### src/rtl/router_out_drain.sv
// Read-side drain controller for one router output FIFO: pulls header/payload/parity
// packets through a 2-entry skid buffer, checks parity and flushes on a stalled sink.
module router_out_drain #(
    parameter int TIMEOUT_CYCLES = 30,
    parameter int CNT_W          = 5
) (
    input  logic       clock,
    input  logic       resetn,
    input  logic       fifo_empty,
    input  logic [7:0] fifo_data,
    output logic       fifo_rd,
    output logic       fifo_soft_reset,
    output logic [7:0] out_data,
    output logic       out_valid,
    input  logic       out_ready,
    output logic       out_sop,
    output logic       out_eop,
    output logic       parity_err,
    output logic       timeout_err
);

    typedef enum logic [1:0] {HDR, LENW, PAY, PAR} state_t;

    state_t           state_q;
    logic [5:0]       rem_q;
    logic [7:0]       acc_q;
    logic             hold_q;
    logic             run_q;
    logic             rd_q;
    logic             tag_sop_q;
    logic             tag_eop_q;
    logic [9:0]       ent0_q;
    logic [9:0]       ent1_q;
    logic [1:0]       cnt_q;
    logic [CNT_W-1:0] stall_q;
    logic             flush_q;
    logic             flush2_q;
    logic             perr_q;

    logic       xfer;
    logic       credit_free;
    logic       timeout_hit;
    logic [9:0] new_ent;

    assign out_valid = (cnt_q != 2'd0);
    assign out_data  = ent0_q[7:0];
    assign out_sop   = ent0_q[9] & out_valid;
    assign out_eop   = ent0_q[8] & out_valid;
    assign xfer      = out_valid & out_ready;

    // Entries plus the read in flight may never exceed 2; a transfer this cycle frees a slot.
    assign credit_free = (cnt_q == 2'd0) ||
                         ((cnt_q == 2'd1) && (!rd_q || xfer)) ||
                         ((cnt_q == 2'd2) && !rd_q && xfer);

    assign timeout_hit = out_valid & ~out_ready &
                         (stall_q == CNT_W'(TIMEOUT_CYCLES - 1));

    assign fifo_rd = run_q & ~fifo_empty & credit_free & ~hold_q & ~flush_q & ~flush2_q;

    assign new_ent         = {tag_sop_q, tag_eop_q, fifo_data};
    assign fifo_soft_reset = flush_q;
    assign timeout_err     = flush_q;
    assign parity_err      = perr_q;

    always_ff @(posedge clock or negedge resetn) begin
        if (!resetn) begin
            state_q   <= HDR;
            rem_q     <= '0;
            acc_q     <= '0;
            hold_q    <= 1'b0;
            run_q     <= 1'b0;
            rd_q      <= 1'b0;
            tag_sop_q <= 1'b0;
            tag_eop_q <= 1'b0;
            ent0_q    <= '0;
            ent1_q    <= '0;
            cnt_q     <= '0;
            stall_q   <= '0;
            flush_q   <= 1'b0;
            flush2_q  <= 1'b0;
            perr_q    <= 1'b0;
        end else begin
            run_q    <= 1'b1;
            flush2_q <= flush_q;
            perr_q   <= 1'b0;
            if (timeout_hit) begin
                // Drop everything buffered or in flight and restart framing at a header.
                flush_q   <= 1'b1;
                state_q   <= HDR;
                rem_q     <= '0;
                acc_q     <= '0;
                hold_q    <= 1'b0;
                rd_q      <= 1'b0;
                tag_sop_q <= 1'b0;
                tag_eop_q <= 1'b0;
                ent0_q    <= '0;
                ent1_q    <= '0;
                cnt_q     <= '0;
                stall_q   <= '0;
            end else begin
                flush_q   <= 1'b0;
                rd_q      <= fifo_rd;
                tag_sop_q <= fifo_rd & (state_q == HDR);
                tag_eop_q <= fifo_rd & (state_q == PAR);

                if (!out_valid || xfer) stall_q <= '0;
                else                    stall_q <= stall_q + CNT_W'(1);

                case ({rd_q, xfer})
                    2'b10: begin
                        if (cnt_q == 2'd0) ent0_q <= new_ent;
                        else               ent1_q <= new_ent;
                        cnt_q <= cnt_q + 2'd1;
                    end
                    2'b01: begin
                        ent0_q <= ent1_q;
                        cnt_q  <= cnt_q - 2'd1;
                    end
                    2'b11: begin
                        if (cnt_q == 2'd1) begin
                            ent0_q <= new_ent;
                        end else begin
                            ent0_q <= ent1_q;
                            ent1_q <= new_ent;
                        end
                    end
                    default: ;
                endcase

                if (rd_q) begin
                    if (tag_sop_q)      acc_q  <= fifo_data;
                    else if (tag_eop_q) perr_q <= (acc_q != fifo_data);
                    else                acc_q  <= acc_q ^ fifo_data;
                end

                case (state_q)
                    HDR: if (fifo_rd) begin
                        state_q <= LENW;
                        hold_q  <= 1'b1;
                    end
                    LENW: if (rd_q) begin
                        hold_q  <= 1'b0;
                        rem_q   <= fifo_data[7:2];
                        state_q <= (fifo_data[7:2] != 6'd0) ? PAY : PAR;
                    end
                    PAY: if (fifo_rd) begin
                        rem_q <= rem_q - 6'd1;
                        if (rem_q == 6'd1) state_q <= PAR;
                    end
                    PAR: if (fifo_rd) state_q <= HDR;
                    default: state_q <= HDR;
                endcase
            end
        end
    end

endmodule
### config.mk
export PLATFORM = sky130hd
export DESIGN_NAME = router_out_drain
export DESIGN_NICKNAME = d
export VERILOG_FILES = /design/src/rtl/router_out_drain.sv
export SDC_FILE = /design/constraint.sdc
export NUM_CORES = 1
export LEC_CHECK = 0
export ABC_AREA = 1
export BUFFER_PORTS_ARGS = -buffer_cell sky130_fd_sc_hd__clkbuf_2
export CAP_MARGIN = 0
export CORE_MARGIN = 2
export CORE_UTILIZATION = 35
export DETAILED_ROUTE_END_ITERATION = 8
export PLACE_DENSITY_LB_ADDON = 0.12
export SYNTH_ARGS = -nofsm -noshare
export SYNTH_HDL_FRONTEND = slang
export SYNTH_SLANG_ARGS = --single-unit
### constraint.sdc
create_clock -name clock -period 2.3 [get_ports clock]
set_clock_uncertainty 0.15 [all_clocks]
set_input_delay 0.46 -clock clock [delete_from_list [all_inputs] [get_ports clock]]
set_output_delay 0.46 -clock clock [all_outputs]
set_load 0.01 [all_outputs]
# --- Word-level counts from Yosys, hierarchy flattened ---
# Index checks and enable logic that the tools add are counted.
totals:
  regBits: 51
  output_inout_bits: 15
classes:
  n_addsub: 4
  n_eq_ne: 20
  muxes: 40
  bitwise_logic: 18
  n_reduce_logical: 25
ops:
  columns: ["operator", "count"]
  rows:
  - ["two-way mux 10 bit", 6]
  - ["two-way mux 8 bit", 4]
  - ["one-hot mux 10 bit (3 select lines)", 1]
  - ["inequality test 3 bit, second input constant", 8]
  - ["one-hot mux 10 bit (2 select lines)", 1]
  - ["two-way mux 6 bit", 3]
  - ["two-way mux 2 bit", 7]
  - ["bitwise AND 1 bit", 12]
  - ["two-way mux 1 bit", 12]
  - ["one-hot mux 6 bit (2 select lines)", 1]
  - ["nonzero test 3 bit", 4]
  - ["== test 2 bit, second input constant", 5]
  - ["two-way mux 5 bit", 2]
  - ["AND reduction 3 bit", 3]
  - ["inequality test 8 bit", 1]
  - ["one-hot mux 2 bit (4 select lines)", 1]
  - ["bitwise XOR 8 bit", 1]
  - ["== test 2 x 1 -> 1 bit, second input constant", 3]
  - ["== test 6 x 1 -> 1 bit, second input constant", 1]
  - ["nonzero test 6 bit", 1]
  - ["subtractor 6 x 1 -> 6 bit, second input constant", 1]
  - ["adder 5 x 1 -> 5 bit, second input constant", 1]
  - ["== test 5 bit, second input constant", 1]
  - ["inverter 1 bit", 5]
  - ["13 further kinds", 22]

# --- Depth between registers and ports, before layout ---
# Gate-level depths: netlist of the first run.
depth:
  depth_word: 13
  ltp_mapped: 13

# --- Worst setup path after synthesis of the first run ---
# No wires, ideal clock.
synth_timing:
  path_type: "register -> output"
  from: "register cnt_q[0]"
  to: "output fifo_rd"
  arrival_ps: 1250
  required_ps: 1690
  slack_ps: 440
  path_stages_with_launch: 10
  path_cell_list: "dfrtp_1 > inv_1 > ha_1 > inv_2 > nand2_4 > inv_2 > nand2_1 > nand3_1 > nand2_2 > inv_1"
synth_between:
  elab_chain_cells: 10
synth_lines:
  columns: ["element", "line_no", "source"]
  rows:
  - ["from (decl)", "34", "logic [1:0] cnt_q;"]
  - ["from (signal assigned)", "114", "cnt_q <= cnt_q + 2'd1;"]
  - ["from (signal assigned)", "118", "cnt_q <= cnt_q - 2'd1;"]
  - ["nonzero test 2 bit (*)", "45", "assign out_valid = (cnt_q != 2'd0);"]
  - ["net out_valid", "14", "output logic out_valid,"]
  - ["bitwise AND 1 bit (*)", "49", "assign xfer = out_valid & out_ready;"]
  - ["logical OR 1 bit", "53", "((cnt_q == 2'd1) && (!rd_q || xfer)) ||"]
  - ["logical AND 1 bit", "53", null]
  - ["logical OR 1 bit", "52", "assign credit_free = (cnt_q == 2'd0) ||"]
  - ["logical OR 1 bit (*)", "53", null]
  - ["bitwise AND 1 bit (*) (4 in a row)", "59", "assign fifo_rd = run_q & ~fifo_empty & credit_free & ~hold_q & ~flush_q & ~flush2_q;"]
  - ["to (decl)", "11", "output logic fifo_rd,"]
# Mark *: on every way through the listed nets, which the timed path passes. The rest lies on a longest branch.

# --- Final worst setup path of the first run ---
layout_timing:
  from: "register cnt_q[0]"
  to: "output fifo_rd"
layout_between:
  elab_chain_cells: 10
layout_lines:
  columns: ["element", "line_no"]
  rows:
  - ["nonzero test 2 bit", "45"]
  - ["bitwise AND 1 bit", "49"]
  - ["logical OR 1 bit", "53"]
  - ["logical AND 1 bit", "53"]
  - ["logical OR 1 bit", "52"]
  - ["logical OR 1 bit (*)", "53"]
  - ["bitwise AND 1 bit (*) (4 in a row)", "59"]
# Mark *: on every way between the ends. The rest lies on a longest branch, timed or not.

==> qor.csv, run 1 <==
stage;metric;value;unit
logic_synthesis;async_flop_share;1.00;
floorplanning;coreArea;8090;um^2
sta;finalMaxSlewViolations;0;
routing;drt_iter0_drc;92;
clock_network;clkSlewWorstSetupHoldPaths;100;ps
finish;antennaDiodeCount;0;
logic_synthesis;syn-num-nets;375;
worst_setup_path;required;1690;ps
logic_synthesis;synth_cell_types;32;
clock_network;insertion_delay;300;ps
power_and_ir_drop;swShare;0.398;
clock_network;cts_sinks;51;
global_routing;grt_use_total;0.153;
sta;fin_hold_ws;274;ps
power_and_ir_drop;p_sw;1.63;mW
power_and_ir_drop;powerDensity;1240;nW/um^2
sta;worstMarginPinSlew;546;ps
worst_setup_path;cp_max_fo;5;
finish;fin_cells;483;
global_routing;grt_pass1_wl;10700;um
clock_network;cts_inserted_buffers;5;
finish;drive_above_1_share;0.204;
clock_network;htree_levels;2;
floorplanning;die_x;94.9;um
power_and_ir_drop;clkPwrFrac;0.178;
logic_synthesis;syn_avg_cell_area;8.21;um^2
min_path;hold_class;primary input to flop;
floorplanning;dieHeight;94.9;um
worst_setup_path;setup.worst_path.end_class;primary output;
flow_run;cap_viol_max_count;0;
clock_network;clock_tree.root_cell;clkbuf_8;
floorplanning;io_pins;27;
finish;layout_commonest_cell;dfrtp_1;
power_and_ir_drop;power_frac_seq;0.370;
placed_design;port_buffers;26;
logic_synthesis;syn_area;2890;um^2
sta;setup_tns;0;ps
placed_design;dp_hpwl;4700;um
sta;fmax;457;MHz
sta;setup_viol;0;
floorplanning;rows;33;
routing;vias;2279;
routing;routed_wl;6260;um
sta;fin_crit;2190;ps
logic_synthesis;ys_seq_area_frac;0.442;
floorplanning;initial_core_util;0.357;
routing;vias_per_cell;4.72;
routing;wl_per_cell;13.0;um
placed_design;gp_congestion;0.800;
global_routing;gr-total-overflow;0;
logic_synthesis;synth_seq_cells;51;
power_and_ir_drop;p_int;2.46;mW
finish;nNetsFinal;400;
clock_network;cts_tree;yes;
floorplanning;design.die.area;9000;um^2
worst_setup_path;arrival;1580;ps
placed_design;dp.cells;471;
finish;layout_common_cells;51 x dfrtp_1, 49 x nand2_1, 48 x nor2_1, 34 x inv_1, 29 x o21ai_0;
worst_setup_path;startpoint_type;flop;
routing;drc;0;
sta;max_slew_margin;0.636;
finish;area_growth;13.9;%
routing;dr.pass1.iters;4;
logic_synthesis;ys_warn_count;0;
power_and_ir_drop;p_leak;1.61;nW
global_routing;grt_pass1_vias;2198;
power_and_ir_drop;peakVddDrop;347;uV
global_routing;grt_max_degree;33;
routing;antenna_left;0;
sta;timing.final.crit_share;0.951;
sta;rsz0062_at_grt;no;
clock_network;cts.path.max_buffers;2;
worst_setup_path;criticalPathCategory;flop to primary output;
sta;final_hold_viol_count;0;
logic_synthesis;ys.flop_type;dfrtp_1;
power_and_ir_drop;comb_power_share;0.451;
logic_synthesis;synth_edf_count;0;
status;status;finished, final reports clean;
global_routing;antenna_found_initial;0;
logic_synthesis;synthCells;352;
==> final cells by class <==
cell class              instances  area (um^2)
clock buffers                   6         72.6
clock inverters                 2         60.1
fillers                       840         4800
inverters                      39          151
multi-input cells             240         1340
flip-flops and latches         51         1280
well taps                     105          131
repair buffers                 40          263
==> what timing repair did <==
item	CTS	global route
buffers inserted	1	2
hold endpoints to repair	7	0
resized for setup	1	4
endpoints found under the setup margin	1	1
hold buffers	1	0
gates cloned	0	0
==> registers in the layout, summed over array words and instances (netlist names) <==
| name | cells |
|---|---|
| cnt_q | 2 |
| tag_sop_q | 1 |
| stall_q | 5 |
| acc_q | 8 |
| parity_err | 1 |
| rem_q | 6 |
| hold_q | 1 |
| fifo_soft_reset | 1 |
| ent0_q | 10 |
| state_q | 2 |
| run_q | 1 |
| ent1_q | 10 |
| tag_eop_q | 1 |
| flush2_q | 1 |
| rd_q | 1 |
==> power by group through the flow <==
stage | clock [mW] | sequential (mW) | combinational [mW]
global route | 0.796 | 1.57 | 2.16
CTS | 0.760 | 1.52 | 1.82
detailed placement | 0 | 1.54 | 1.80
global placement | 0 | 1.53 | 1.78
finish | 0.731 | 1.52 | 1.85
floorplan | 0 | 1.47 | 1.50
==> through the flow <==
stage	setup slack, ps	instance area, um^2	utilization	power (mW)
after floorplan	440	2890	-	2.97
after global placement	235	3110	0.384	3.32
after detailed placement	202	3110	0.384	3.34
after CTS	3.10	3260	0.403	4.10
after global routing	3.52	3290	0.407	4.52
final	114	3290	0.407	4.09
==> cells by family (layout without fill, tap and decap cells) <==
kind of cell | count (synthesis) | count (layout) | share of synthesized area
fa+ha+maj | 11 | 11 | 0.0476
simple gates | 142 | 142 | 0.221
other cells | 1 | 1 | 0.00130
buf+inv | 61 | 87 | 0.101
xor+xnor | 12 | 12 | 0.0364
compound gates | 74 | 74 | 0.151
flops | 51 | 51 | 0.442
==> metal layers <==
| layer | track usage | up-vias | wire length [um] | part of all wire |
|---|---|---|---|---|
| met3 | 0.0287 | 5 | 238 | 0.038 |
| met5 | 0 | - | 0 | 0 |
| met4 | 0.0374 | 0 | 62 | 0.0099 |
| li1 | - | 1178 | - | - |
| met1 | 0.208 | 1060 | 3000 | 0.48 |
| met2 | 0.252 | 36 | 2960 | 0.47 |
==> worst max-delay path, stage by stage, from the launching register on <==
cell and delay, ps:
dfrtp_1 400, inv_2 70, ha_4 180, inv_4 70, nand2_4 60, inv_2 80, nand2_1 60, nand3_2 80
nand2_2 50, inv_1 80, clkbuf_2 130
==> synth_stat cells, types with 3 or more instances <==
cell type	instances	area share
o22ai_1	4	0.0087
o21ai_0	29	0.050
ha_1	11	0.048
nand3_1	22	0.038
nor2_1	48	0.062
buf_2	7	0.012
nor3_1	4	0.0069
xor2_1	11	0.033
nand2_2	9	0.019
inv_1	35	0.045
buf_4	12	0.031
nand2_1	49	0.064
a21oi_1	24	0.042
o211ai_1	6	0.016
o21ai_2	6	0.018
dfrtp_1	51	0.44
inv_2	3	0.0039
==> worst paths after layout <==
check                           slack [ps]          to             from  depth (start not counted)
worst max-delay path                   110     fifo_rd         cnt_q[0]                         10
worst min-delay path                   270   ent1_q[7]     fifo_data[7]                          3
worst max register to register         310    rem_q[0]         cnt_q[0]                         12
worst min register to register         280    flush2_q  fifo_soft_reset                          0
max in group asynchronous              920    acc_q[6]           resetn                          3
min in group asynchronous              510  stall_q[3]           resetn                          2
Note: power is estimated with default switching activity, not from simulation.
==> run 2, diff against run 1 <==
Settings changed: PLACE_DENSITY from default to 0.62, PLACE_DENSITY_LB_ADDON 0.12 to default.
==> qor.csv, run 2 (synthesized netlist as in run 1, its figures left out) <==
stage;metric;value;unit;change
worst_setup_path;path_cells;inv_2 > ha_4 > inv_4 > nand2_4 > nand2_2 > nand2_1 > nand3_2 > nand2_2 > inv_1 > clkbuf_2;;
clock_network;cts_inserted_buffers;5;;unchanged
global_routing;grt_pass1_vias;2251;;+2.4%
worst_setup_path;required;1690;ps;about the same
clock_network;clock_tree.root_cell;clkbuf_8;;
global_routing;antenna_found_initial;0;;unchanged
clock_network;htree_levels;2;;unchanged
routing;vias_per_cell;4.73;;+0.34%
routing;wl_per_cell;12.8;um;-1.2%
sta;fin_crit;2190;ps;+4.53 ps
worst_setup_path;critPathBufInv;4;;-1
sta;setup_viol;0;;unchanged
sta;finalMaxSlewViolations;0;;unchanged
finish;drive_above_1_share;0.204;;+0.000540
worst_setup_path;worstSetupStartpoint;cnt_q[0];;
global_routing;grt_pass1_wl;10700;um;-0.58%
clock_network;cts_sinks;51;;unchanged
floorplanning;coreArea;8090;um^2;unchanged
finish;layout_commonest_cell;dfrtp_1;;
global_routing;grtUsageMet3;0.0271;;-0.00160
routing;drc;0;;unchanged
placed_design;dp_hpwl;4520;um;-3.9%
min_path;hold_class;primary input to flop;;
placed_design;gp_congestion;0.870;;+8.8%
floorplanning;design.die.area;9000;um^2;unchanged
flow_run;cap_viol_max_count;0;;unchanged
finish;layout_common_cells;51 x dfrtp_1, 49 x nand2_1, 48 x nor2_1, 34 x inv_1, 29 x o21ai_0;;
clock_network;cts_tree;yes;;
finish;area_growth;12.7;%;
global_routing;grt_util_met1;0.202;;-0.00560
worst_setup_path;critPathMaxStageDelay;420;ps;+20 ps
finish;fin_cells;482;;-0.21%
routing;dr.pass1.iters;4;;unchanged
worst_setup_path;criticalPathCategory;flop to primary output;;
floorplanning;rows;33;;unchanged
clock_network;cts.path.max_buffers;2;;unchanged
worst_setup_path;setup.worst_path.end_class;primary output;;
worst_setup_path;cp_max_fo;4;;-1
worst_setup_path;reg2reg_slack;260;ps;-50 ps
floorplanning;io_pins;27;;unchanged
routing;drt_iter0_drc;123;;+34%
worst_setup_path;startpoint_type;flop;;
floorplanning;initial_core_util;0.357;;unchanged
power_and_ir_drop;powerDensity;1240;nW/um^2;-0.61%
clock_network;insertion_delay;300;ps;about the same
finish;nNetsFinal;399;;-0.25%
routing;routed_wl;6170;um;-1.4%
global_routing;gr-total-overflow;0;;unchanged
routing;antenna_left;0;;unchanged
clock_network;clkSlewWorstSetupHoldPaths;100;ps;about the same
sta;setup_tns;0;ps;unchanged
worst_setup_path;slowest_stage;dfrtp_1;;
power_and_ir_drop;p_total;4.03;mW;-1.7%
worst_setup_path;cp_common_cell;nand2_2;;
global_routing;use_met2;0.251;;-0.000591
routing;vias;2282;;+0.13%
sta;worstMarginPinSlew;564;ps;+17.9 ps
power_and_ir_drop;p_leak;1.60;nW;-1.0%
status;status;finished, final reports clean;;
sta;timing.final.crit_share;0.953;;+0.00197
global_routing;top_usage_layer;met2;;
sta;final_hold_viol_count;0;;unchanged
sta;max_slew_margin;0.624;;-0.0119
worst_setup_path;r2r-start;cnt_q[0];;
power_and_ir_drop;peakVddDrop;443;uV;+28%
global_routing;grt_max_degree;33;;unchanged
worst_setup_path;worst_path_dominant_cell_family;flip-flops;;
worst_setup_path;crit_cells;10;;unchanged
sta;fmax;456;MHz;-0.21%
finish;antennaDiodeCount;0;;unchanged
placed_design;dp.cells;469;;-0.42%
placed_design;port_buffers;26;;unchanged
global_routing;grt_use_total;0.149;;-0.00360
worst_setup_path;endpoint;fifo_rd;;
floorplanning;dieHeight;94.9;um;unchanged
floorplanning;die_x;94.9;um;unchanged
worst_setup_path;ff2ff_path_depth;10;;-2
worst_setup_path;r2r_end;acc_q[6];;
worst_setup_path;arrival;1580;ps;about the same
finish;reg_top3;ent0_q: 10 flops, ent1_q: 10 flops, acc_q: 8 flops;;
run 2: cell count changes in the layout (fill, tap and decap cells not counted), sizes merged:
cell	change
bufinv	-1
inv	+1
buf	-1
clkbuf	-1
clkinvlp	+1
run 2: how the worst min path moves through the flow:
stage | startpoint | end | cells after the start
floorplan | resetn | acc_q[0] | 0
global placement | fifo_soft_reset | flush2_q | 0
detailed placement | fifo_soft_reset | flush2_q | 0
CTS | fifo_data[7] | ent1_q[7] | 3
global route | fifo_data[7] | ent1_q[7] | 3
finish | fifo_data[7] | ent1_q[7] | 3
run 2: cell type report:
cell class | count | area [um^2]
Sequential cell | 51 | 1280
Tap cell | 105 | 131
Clock buffer | 5 | 68.8
Clock inverter | 3 | 46.3
Inverter | 39 | 154
Multi-Input combinational cell | 240 | 1340
Fill cell | 822 | 4830
Timing Repair Buffer | 39 | 243
run 2: repair_timing:
| action | 4_1_cts | 5_1_grt |
|---|---|---|
| hold endpoints to repair | 17 | 0 |
| setup buffers | 1 | 3 |
| pin swaps | 0 | 0 |
| setup endpoints to repair | 1 | 1 |
| resized for setup | 1 | 5 |
| hold buffers | 1 | 0 |
run 2: routing by layer:
metal / up-vias / share of wire
met5: - / 0
met4: 0 / 0.0079
met3: 4 / 0.037
met2: 42 / 0.47
met1: 1062 / 0.48
li1: 1174 / -
run 2: per-stage QoR:
step / hold WS [ps] / worst slack [ps] / cell area [um^2] / util
after global routing: 298 / -14.2 / 3260 / 0.403
after global placement: 274 / 263 / 3080 / 0.381
after detailed placement: 269 / 157 / 3080 / 0.381
after floorplan: 14.4 / 440 / 2890 / -
final: 282 / 109 / 3260 / 0.403
after CTS: 278 / 11.8 / 3220 / 0.397
run 2: power breakdown:
part	switching [mW]	total, mW	internal (mW)
Clock	0.317	0.645	0.328
Sequential	0.250	1.51	1.26
Combinational	1.11	1.87	0.760
run 2: worst register-to-register path, cell delays in order, from the launching register on:
cell and delay, ps:
dfrtp_1 400, inv_2 70, ha_4 180, nor2_2 120, nand2_2 100, nor2_8 210, inv_4 80, buf_4 240
o21ai_4 190, nor2_1 80, a21oi_1 140
==> run 3, diff against run 2 <==
--- a/config.mk
+++ b/config.mk
@@ -7,4 +7,5 @@
 export LEC_CHECK = 0
 export ABC_AREA = 1
+export ABC_CLOCK_PERIOD_IN_PS = 2300
 export BUFFER_PORTS_ARGS = -buffer_cell sky130_fd_sc_hd__clkbuf_2
 export CAP_MARGIN = 0
--- a/constraint.sdc
+++ b/constraint.sdc
@@ -3,3 +3,3 @@
 set_input_delay 0.46 -clock clock [delete_from_list [all_inputs] [get_ports clock]]
 set_output_delay 0.46 -clock clock [all_outputs]
-set_load 0.01 [all_outputs]
+set_load 0.05 [all_outputs]
==> qor.csv, run 3 (synthesized netlist as in run 1, its figures left out) <==
stage;metric;value;unit;change
status;status;finished, final reports clean;;
power_and_ir_drop;p_sw;1.94;mW;+16%
finish;final_area;3230;um^2;-0.92%
routing;vias;2302;;+0.88%
sta;setup_ws;103;ps;-6.23 ps
clock_network;cts.path.max_buffers;2;;unchanged
clock_network;clock_tree.root_cell;clkbuf_8;;
sta;setup_viol;0;;unchanged
routing;vias_per_cell;4.80;;+1.3%
finish;antennaDiodeCount;0;;unchanged
finish;fillers;864;;+5.1%
placed_design;place_worst_setup_slack;141;ps;-15.3 ps
global_routing;antenna_found_initial;0;;unchanged
floorplanning;die_x;94.9;um;unchanged
clock_network;cts_inserted_buffers;5;;unchanged
worst_setup_path;arrival;1590;ps;about the same
sta;fmax;455;MHz;-0.28%
worst_setup_path;reg2reg_slack;260;ps;about the same
routing;drc;0;;unchanged
placed_design;port_buffers;26;;unchanged
finish;multiInputGateArea;1330;um^2;-0.37%
worst_setup_path;ff2ff_path_depth;10;;unchanged
sta;max_slew_margin;0.659;;+0.0348
floorplanning;rows;33;;unchanged
power_and_ir_drop;peakVddDrop;364;uV;-18%
worst_setup_path;startpoint_type;flop;;
worst_setup_path;cp_common_cell;inv_2;;
power_and_ir_drop;p_int;2.34;mW;-0.71%
sta;fin_crit;2200;ps;+6.23 ps
finish;layout_common_cells;51 x dfrtp_1, 49 x nand2_1, 48 x nor2_1, 32 x inv_1, 29 x o21ai_0;;
power_and_ir_drop;p_total;4.27;mW;+6.1%
sta;final_hold_viol_count;0;;unchanged
worst_setup_path;r2r-start;cnt_q[1];;
finish;regArea;1280;um^2;unchanged
global_routing;grt_max_degree;31;;-6.1%
power_and_ir_drop;comb_power_share;0.501;;+0.037
sta;timing.final.crit_share;0.955;;+0.00271
power_and_ir_drop;powerDensity;1320;nW/um^2;+7.1%
routing;dr.pass1.iters;4;;unchanged
power_and_ir_drop;clkPwrFrac;0.144;;-0.016
finish;layout_commonest_cell;dfrtp_1;;
global_routing;grt_pass1_wl;10500;um;-1.6%
worst_setup_path;worstSetupStartpoint;cnt_q[1];;
worst_setup_path;setup.worst_path.end_class;primary output;;
sta;setup_tns;0;ps;unchanged
finish;reg_top3;ent0_q: 10 flops, ent1_q: 10 flops, acc_q: 8 flops;;
finish;area_growth;11.7;%;
floorplanning;coreArea;8090;um^2;unchanged
clock_network;cts_sinks;51;;unchanged
placed_design;gp_congestion;0.879;;+1.0%
flow_run;cap_viol_max_count;0;;unchanged
routing;drt_iter0_drc;74;;-40%
clock_network;clkSlewWorstSetupHoldPaths;90;ps;about the same
finish;nNetsFinal;398;;-0.25%
placed_design;dp_hpwl;4490;um;-0.68%
clock_network;cts_tree;yes;;
sta;fin_hold_ws;285;ps;+3.33 ps
worst_setup_path;cp_max_fo;5;;+1
finish;drive_above_1_share;0.200;;-0.00424
global_routing;grt_use_total;0.147;;-0.00210
clock_network;insertion_delay;300;ps;about the same
worst_setup_path;required;1690;ps;about the same
min_path;hold_class;primary input to flop;;
worst_setup_path;r2r_end;acc_q[2];;
placed_design;placed_cell_area;3080;um^2;-0.16%
placed_design;dp.cells;470;;+0.21%
sta;finalMaxSlewViolations;0;;unchanged
worst_setup_path;endpoint;fifo_rd;;
worst_setup_path;critPathMaxStageDelay;390;ps;-30 ps
power_and_ir_drop;power_frac_seq;0.356;;-0.020
worst_setup_path;slowest_stage;dfrtp_1;;
sta;worstMarginPinSlew;512;ps;-52.3 ps
floorplanning;dieHeight;94.9;um;unchanged
floorplanning;initial_core_util;0.357;;unchanged
finish;fin_util;0.399;;-0.00371
routing;routed_wl;6050;um;-2.0%
routing;wl_per_cell;12.6;um;-1.6%
routing;antenna_left;0;;unchanged
worst_setup_path;criticalPathCategory;flop to primary output;;
power_and_ir_drop;swShare;0.453;;+0.0376
floorplanning;io_pins;27;;unchanged
worst_setup_path;path_cells;inv_2 > ha_4 > inv_4 > nand2_4 > inv_2 > nand2_1 > nand3_1 > nand2_2 > inv_2 > buf_8;;
clock_network;htree_levels;2;;unchanged
finish;fin_cells;480;;-0.41%
floorplanning;design.die.area;9000;um^2;unchanged
global_routing;gr-total-overflow;0;;unchanged
global_routing;grt_pass1_vias;2238;;-0.58%
power_and_ir_drop;p_leak;1.58;nW;-1.2%
==> run 3: cell types whose count changed in the layout (fill, tap and decap cells not counted), sizes merged <==
cell      before  now
inv           40   39
clkinvlp       1    0
==> run 3: cell type report <==
cell class | instances | area share
timing repair buffer | 38 | 0.0721
inverter | 39 | 0.0469
sequential | 51 | 0.395
tap | 105 | 0.0407
multi-input combinational | 240 | 0.413
clock inverter | 1 | 0.00930
clock buffer | 6 | 0.0225
==> run 3: worst min-delay path by stage <==
stage,startpoint,slack (ps),endpoint,depth (start not counted)
final,fifo_data[7],290,ent1_q[7],3
after detailed placement,resetn,290,ent1_q[8],1
after global routing,fifo_data[7],300,ent1_q[7],3
after global placement,resetn,280,ent0_q[8],1
after CTS,fifo_data[7],280,ent1_q[7],3
after floorplan,resetn,10,acc_q[0],0
==> run 3: per-layer routing <==
layer  GRT usage  share of wire  vias up
li1            -              -     1177
met1       0.203           0.48     1075
met4      0.0399         0.0094        0
met3      0.0239          0.034        4
met5           0              0        -
met2       0.241           0.47       46
==> run 3: what timing repair did <==
| item | CTS | global route |
|---|---|---|
| gates resized for setup | 4 | 5 |
| hold buffers | 1 | 0 |
| endpoints found under the setup margin | 1 | 1 |
| buffers inserted | 1 | 1 |
| gates cloned | 0 | 0 |
| hold endpoints to repair | 17 | 0 |
==> run 3: critical path, delay by kind of cell (launching register included) <==
kind          cells  cell delay [ps]
fa+ha+maj         1              190
buf+inv           5              440
simple gates      4              260
flops             1              390
==> run 3: power groups by stage <==
stage | registers, mW | clock network, mW | logic (mW)
after floorplan | 1.47 | 0 | 1.80
after global placement | 1.53 | 0 | 2.04
after detailed placement | 1.54 | 0 | 2.07
after CTS | 1.52 | 0.629 | 2.13
after global routing | 1.57 | 0.674 | 2.43
final | 1.52 | 0.614 | 2.14
